===== config.mk =====
export PLATFORM = sky130hd
export DESIGN_NAME = glyph_scanner
export DESIGN_NICKNAME = d
export VERILOG_FILES = /design/src/rtl/glyph_scanner.sv
export SDC_FILE = /design/constraint.sdc
export NUM_CORES = 1
export LEC_CHECK = 0
export ABC_AREA = 0
export BUFFER_PORTS_ARGS = -buffer_cell sky130_fd_sc_hd__buf_2
export CORE_MARGIN = 4
export CORE_UTILIZATION = 49
export CTS_BUF_LIST = sky130_fd_sc_hd__clkbuf_8 sky130_fd_sc_hd__clkbuf_16
export CTS_CLUSTER_DIAMETER = 30
export DETAILED_ROUTE_END_ITERATION = 7
export PLACE_DENSITY_LB_ADDON = 0.1
export SYNTH_ARGS = -nofsm -noshare
export SYNTH_HDL_FRONTEND = slang
export SYNTH_SLANG_ARGS = --single-unit

===== constraint.sdc =====
create_clock -name clk -period 1.91 [get_ports clk]
set_clock_uncertainty 0.05 [all_clocks]
set_input_delay 0.191 -clock clk [delete_from_list [all_inputs] [get_ports clk]]
set_output_delay 0.191 -clock clk [all_outputs]
set_load 0.01 [all_outputs]

===== src/rtl/glyph_scanner.sv =====
// Glyph scanner: streams an N x N glyph as a raster of
// SCALE-replicated pixels over a valid/ready handshake.
module glyph_scanner #(
  parameter int N     = 5,
  parameter int SCALE = 1
) (
  input  logic         clk,
  input  logic         reset,
  input  logic         in_start,
  input  logic [2:0]   in_glyph,
  input  logic         in_ready,
  output logic         out_valid,
  output logic         out_pix,
  output logic [N-1:0] out_row_code,
  output logic         out_eol,
  output logic         out_last,
  output logic         out_busy
);

  localparam int CW = $clog2(N);
  localparam int SW = (SCALE > 1) ? $clog2(SCALE) : 1;
  localparam logic [CW-1:0] LAST  = CW'(N - 1);
  localparam logic [CW-1:0] MID   = CW'(N / 2);
  localparam logic [SW-1:0] SLAST = SW'(SCALE - 1);

  typedef enum logic {
    IDLE,
    RUN
  } state_t;

  state_t        r_state;
  state_t        w_next;
  logic [2:0]    r_glyph;
  logic [CW-1:0] r_row;
  logic [SW-1:0] r_vrep;
  logic [CW-1:0] r_col;
  logic [SW-1:0] r_hrep;

  logic          w_run;
  logic          w_fire;
  logic          w_accept;
  logic          w_hwrap;
  logic          w_cwrap;
  logic          w_vwrap;
  logic          w_rwrap;
  logic          w_eol;
  logic          w_last;
  logic          w_pix;
  logic [N-1:0]  w_row_code;

  function automatic logic f_pix(
    input logic [2:0]    g,
    input logic [CW-1:0] r,
    input logic [CW-1:0] c
  );
    logic diag;
    logic anti;
    logic hbar;
    logic vbar;
    diag = (c == r);
    anti = (c == LAST - r);
    hbar = (r == MID);
    vbar = (c == MID);
    case (g)
      3'd1:    f_pix = diag;
      3'd2:    f_pix = anti;
      3'd3:    f_pix = hbar | vbar;
      3'd4:    f_pix = hbar;
      3'd5:    f_pix = diag | anti;
      3'd6:    f_pix = 1'b1;
      default: f_pix = 1'b0;
    endcase
  endfunction

  assign w_run    = (r_state == RUN);
  assign w_fire   = w_run && in_ready;
  assign w_accept = (r_state == IDLE) && in_start;
  assign w_hwrap  = (r_hrep == SLAST);
  assign w_cwrap  = (r_col == LAST);
  assign w_vwrap  = (r_vrep == SLAST);
  assign w_rwrap  = (r_row == LAST);
  assign w_eol    = w_cwrap && w_hwrap;
  assign w_last   = w_eol && w_vwrap && w_rwrap;
  assign w_pix    = f_pix(r_glyph, r_row, r_col);

  always_comb begin
    w_row_code = '0;
    for (int i = 0; i < N; i++) begin
      w_row_code[N-1-i] = f_pix(r_glyph, r_row, CW'(i));
    end
  end

  always_comb begin
    w_next = r_state;
    case (r_state)
      IDLE:    if (in_start) w_next = RUN;
      RUN:     if (w_fire && w_last) w_next = IDLE;
      default: w_next = IDLE;
    endcase
  end

  always_ff @(posedge clk) begin
    if (reset) begin
      r_state <= IDLE;
      r_glyph <= '0;
      r_row   <= '0;
      r_vrep  <= '0;
      r_col   <= '0;
      r_hrep  <= '0;
    end else begin
      r_state <= w_next;
      if (w_accept) begin
        r_glyph <= in_glyph;
        r_row   <= '0;
        r_vrep  <= '0;
        r_col   <= '0;
        r_hrep  <= '0;
      end else if (w_fire) begin
        // Odometer: each wrapping counter carries outward.
        r_hrep <= w_hwrap ? '0 : r_hrep + 1'b1;
        if (w_hwrap) begin
          r_col <= w_cwrap ? '0 : r_col + 1'b1;
          if (w_cwrap) begin
            r_vrep <= w_vwrap ? '0 : r_vrep + 1'b1;
            if (w_vwrap) begin
              r_row <= w_rwrap ? '0 : r_row + 1'b1;
            end
          end
        end
      end
    end
  end

  assign out_valid    = w_run;
  assign out_busy     = w_run;
  assign out_pix      = w_run & w_pix;
  assign out_row_code = w_run ? w_row_code : '0;
  assign out_eol      = w_run & w_eol;
  assign out_last     = w_run & w_last;

endmodule


* Word-level counts from Yosys, hierarchy flattened
Cells that the tools add are included.
** Cells by class
- Add/sub/neg operators :: 5
- Reductions and logical operators :: 14
- Mux-type cells :: 14
- Eq/ne operators :: 20
- Bitwise operators :: 13
** Operator list (number)
- $pmux W1 S5 :: 5
- $eq A3 B3 Y1 const B :: 5
- $eq A2 B3 Y1 const A :: 4
- $eq A3 B2 Y1 const B :: 4
- $or A1 B1 Y1 :: 7
- $add A3 B1 Y3 const B :: 2
- $eq A1 B3 Y1 const A :: 2
- $eq A3 B3 Y1 :: 2
- $eq A3 B3 Y1 const A :: 2
- $logic_and A1 B1 Y1 :: 6
- $logic_not A3 Y1 :: 2
- $mux W3 :: 2
- $pmux W1 S6 :: 1
- $reduce_or A2 Y1 :: 3
- $mux W5 :: 1
- $mux W1 :: 4
- $reduce_and A4 Y1 :: 1
- $and A1 B1 Y1 :: 3
- $eq A3 B1 Y1 const B :: 1
- $not A1 Y1 :: 3
- $reduce_and A3 Y1 :: 1
- $sub A3 B3 Y3 const A :: 1
- $add A1 B1 Y1 const B :: 2
- $pmux W1 S2 :: 1
- $reduce_and A2 Y1 :: 1
** Word-level totals
- Output and inout port bits :: 10
- Word-level logic and storage cells :: 72
- Bits in registers :: 12
- Input bits :: 7

* Logic depth before layout (Yosys ltp)
- Depth in word-level cells :: 7
- Gate-level depth with buffers :: 7
- Mapped depth without buffers :: 7

* Least setup slack after synthesis
OpenSTA, ideal clock, no wires.
- Path type :: register to output
- Start :: register r_row[0]
- End :: output out_pix
- Arrival time :: 1.845 ns
- Buffers on the path :: 0
- Stages on the path, launching flop included :: 8
- Slack :: -0.176 ns
- Path through :: dfxtp_1 > inv_1 > ha_1 > ha_1 > xnor2_1 > nor4_1 > a31oi_1 > a311oi_2
** Between the ends
- Cells in the longest elaborated chain, start to end :: 5
** RTL lines
- from (decl) :: line 34 : logic [CW-1:0] r_row;
- from (signal assigned) :: line 126 : r_row <= w_rwrap ? '0 : r_row + 1'b1;
- $sub A3 B3 Y3 :: line 61 : anti = (c == LAST - r);
- $eq A3 B3 Y1 :: line 61
- $or A1 B1 Y1 :: line 69 : 3'd5: f_pix = diag | anti;
- $pmux W1 S6 (*) :: line 64 : case (g)
- $and A1 B1 Y1 (*) :: line 136 : assign out_pix = w_run & w_pix;
- to (decl) :: line 13 : output logic out_pix,
Every way passes the cells marked *; elsewhere a longest branch is shown, timed or not.

* Final worst setup path
Ends and elaborated chain as after synthesis.

==> results.sh <==
export IMPL_yosysMostFrequentCell="nor2_1"
export IMPL_gr_total_overflow=0
export IMPL_syn_area_per_cell_um2=7.935
export IMPL_min_period_ns=1.971
export IMPL_yosys_warnings=0
export IMPL_ys_ff_latch=10
export IMPL_p_total_uw=525.4
export IMPL_yosysSeqAreaShare_pct=21.02
export IMPL_layout_setup_ws_ns=-0.06145
export IMPL_hold_viol=0
export IMPL_first_pass_iters=4
export IMPL_end_kind="output pin"
export IMPL_startpoint_type="flop"
export IMPL_drc=0
export IMPL_switchingPower_uw=134.3
export IMPL_synth_top_area_cell="dfxtp_1"
export IMPL_path_delay_family="simple AND/OR/NAND/NOR gates"
export IMPL_clk_pin_slew_ns=0.04
export IMPL_crit_start="r_row[0]"
export IMPL_hp_start="reset"
export IMPL_vias_per_cell=5.521
export IMPL_synth_nets=139
export IMPL_crit_arrival_ns=1.73
export IMPL_grt_max_degree=18
export IMPL_maxCapViolations=0
export IMPL_clkPwrFrac_pct=40.2
export IMPL_violations="setup timing"
export IMPL_critical_path_buf_inv_count=3
export IMPL_path_cells="inv_2 -> buf_6 -> ha_4 -> nor2b_4 -> or2_4 -> nand3_1 -> a311oi_2 -> buf_2"
export IMPL_yosysUniqueCellTypes=38
export IMPL_grt_pass1_vias=826
export IMPL_drv_slew=0
export IMPL_switching_share_pct=25.55
export IMPL_clk_latency_ns=0.23
export IMPL_fin_crit_sh_pct=103.2
export IMPL_synth_top_area_share_pct=21.02
export IMPL_initial_core_util_pct=53.40
export IMPL_ioPinCount=17
export IMPL_numCtsBuffers=3
export IMPL_pwr_density_cell_nw_per_um2=436.5
export IMPL_synth_edff_count=0
export IMPL_drt_iter0_drc=16
export IMPL_slowest_delay_ns=0.31
export IMPL_synthTopCellsByCount="nor2_1 (15), ha_1 (12), dfxtp_1 (10)"
export IMPL_synth_top_flop_cell="dfxtp_1"
export IMPL_p_int_uw=391.1
export IMPL_tightest_slew_ns=0.3887
export IMPL_cts_sinks=10
export IMPL_coreArea_um2=1783
export IMPL_die_h_um=52.08
export IMPL_p_comb_share_pct=15.1
export IMPL_rsz0062_at_grt="yes"
export IMPL_die_area_um2=2712
export IMPL_critPathMaxFanout=4
export IMPL_max_freq_mhz=507.2
export IMPL_required_ns=1.67
export IMPL_vias=922
export IMPL_reg2reg_from="r_row[0]"
export IMPL_gp_congestion=0.8163
export IMPL_drive_above_1_share_pct=34.51
export IMPL_leakage_uw=0.0005057
export IMPL_hpwl_mm=1.686
export IMPL_cts_buffer_depth=2
export IMPL_synthTopCellsByArea="dfxtp_1 (21%), ha_1 (16%), nor2_1 (5.9%)"
export IMPL_cts_tree="yes"
export IMPL_postRouteAntennaNets=0
export IMPL_root_buffer="clkbuf_8"
export IMPL_antenna_found_initial=0
export IMPL_fp_row_count=15
export IMPL_outcome="complete, but fails checks"
export IMPL_totalWireLength_mm=2.199
export IMPL_syn2layout_area_growth_pct=26.41
export IMPL_finalNetCount=163
export IMPL_hp_class="input pin to flop"
export IMPL_htreeDepth=1
export IMPL_ir_drop_v=0.0005009
export IMPL_grt_usage_pct=18.67
export IMPL_numPortBuffers=16
export IMPL_power_frac_seq_pct=44.7
export IMPL_synthCells=120
export IMPL_critPathKind="flop to output pin"
export IMPL_synthArstFlopShare_pct=0
export IMPL_slew_headroom_pct=74.05
export IMPL_crit_slowest_cell="dfxtp_2"
export IMPL_setup_tns_final_ns=-0.06145
export IMPL_wl_per_cell_um=13.17
export IMPL_syn_area_um2=952.2
export IMPL_grt_first_pass_wirelength_mm=3.753
export IMPL_antenna_cells=0
export IMPL_setup_violations=1
export IMPL_die_w_um=52.08
==> per-layer routing <==
| metal | GRT usage, % | vias to the layer above | part of all wire [%] |
|---|---|---|---|
| met1 | 23.39 | 433 | 47 |
| met5 | 0 | - | 0 |
| li1 | - | 472 | - |
| met2 | 31.38 | 15 | 48 |
| met3 | 5.444 | 2 | 4.3 |
| met4 | 3.930 | 0 | 0.59 |
==> per-stage QoR <==
step / setup WS, ns / util, % / cells / hold WS [ns] / area (um^2)
2_1_floorplan: 0.03132 / - / 120 / 0.2131 / 967.2
3_3_place_gp: 0.01405 / 60.84 / 163 / 0.3636 / 1085
3_5_place_dp: -0.01637 / 60.84 / 163 / 0.3658 / 1085
4_1_cts: -0.08922 / 67.16 / 167 / 0.1153 / 1197
5_1_grt: -0.1725 / 67.51 / 167 / 0.1214 / 1204
6_report: -0.06145 / 67.51 / 167 / 0.1188 / 1204
==> power groups by stage <==
stage	Combinational, uW	Clock (uW)	Sequential [uW]
floorplan	64.4	0	227
global placement	73.8	0	236
detailed placement	75.2	0	236
CTS	78.9	218	234
global route	89.2	225	236
finish	79.4	211	235
==> what timing repair did <==
item                       CTS  global route
setup endpoints to repair    6             6
gates resized for setup     15             1
pin swaps                    7             3
hold buffers                 0             0
setup buffers                1             0
gates cloned                 0             0
==> kinds of logic (layout without fill, tap and decap cells) <==
| family | count (synthesis) | count (layout) | share of synthesized area, % |
|---|---|---|---|
| XOR/XNOR | 5 | 5 | 4.599 |
| multiplexers | 1 | 1 | 1.051 |
| AND/OR/NAND/NOR | 47 | 47 | 26.54 |
| flip-flops | 10 | 10 | 21.02 |
| AO/OA/AOI/OAI | 29 | 29 | 20.37 |
| adder cells (fa/ha/maj) | 13 | 13 | 16.82 |
| buffers and inverters | 15 | 37 | 9.592 |
==> layout make-up <==
type                    instances  area, um^2
clock buffers                   3       41.29
repair buffers                 26       158.9
inverters                       8       30.03
fillers                       165       579.3
flip-flops and latches         10       205.2
well taps                      25       31.28
multi-input cells              95       737.0
==> state kept, by name (all words and copies together), names as in the netlist <==
signal and flops:
r_row 3, out_busy 1, r_col 3, r_glyph 3
==> layout by cell type (no fill, tap or decap), types with 5 or more instances in the layout <==
| master | synthesis | layout |
|---|---|---|
| nand2_1 | 5 | 5 |
| ha_1 | 12 | 9 |
| dfxtp_1 | 10 | 6 |
| inv_1 | 8 | 6 |
| a31oi_1 | 7 | 6 |
| nand3_1 | 5 | 5 |
| buf_2 | 2 | 16 |
| a21oi_1 | 9 | 9 |
| nor2_1 | 15 | 15 |
| buf_4 | 2 | 9 |
==> path summary, 6_finish.rpt <==
path	end	slack, ns	cells after the start
worst max-delay path	out_pix	-0.06	8
worst min-delay path	r_glyph[0]	0.12	2
worst max register to register	r_row[1]	0.50	7
worst min register to register	r_col[1]	0.51	2
Power figures use the tool's default switching activity.
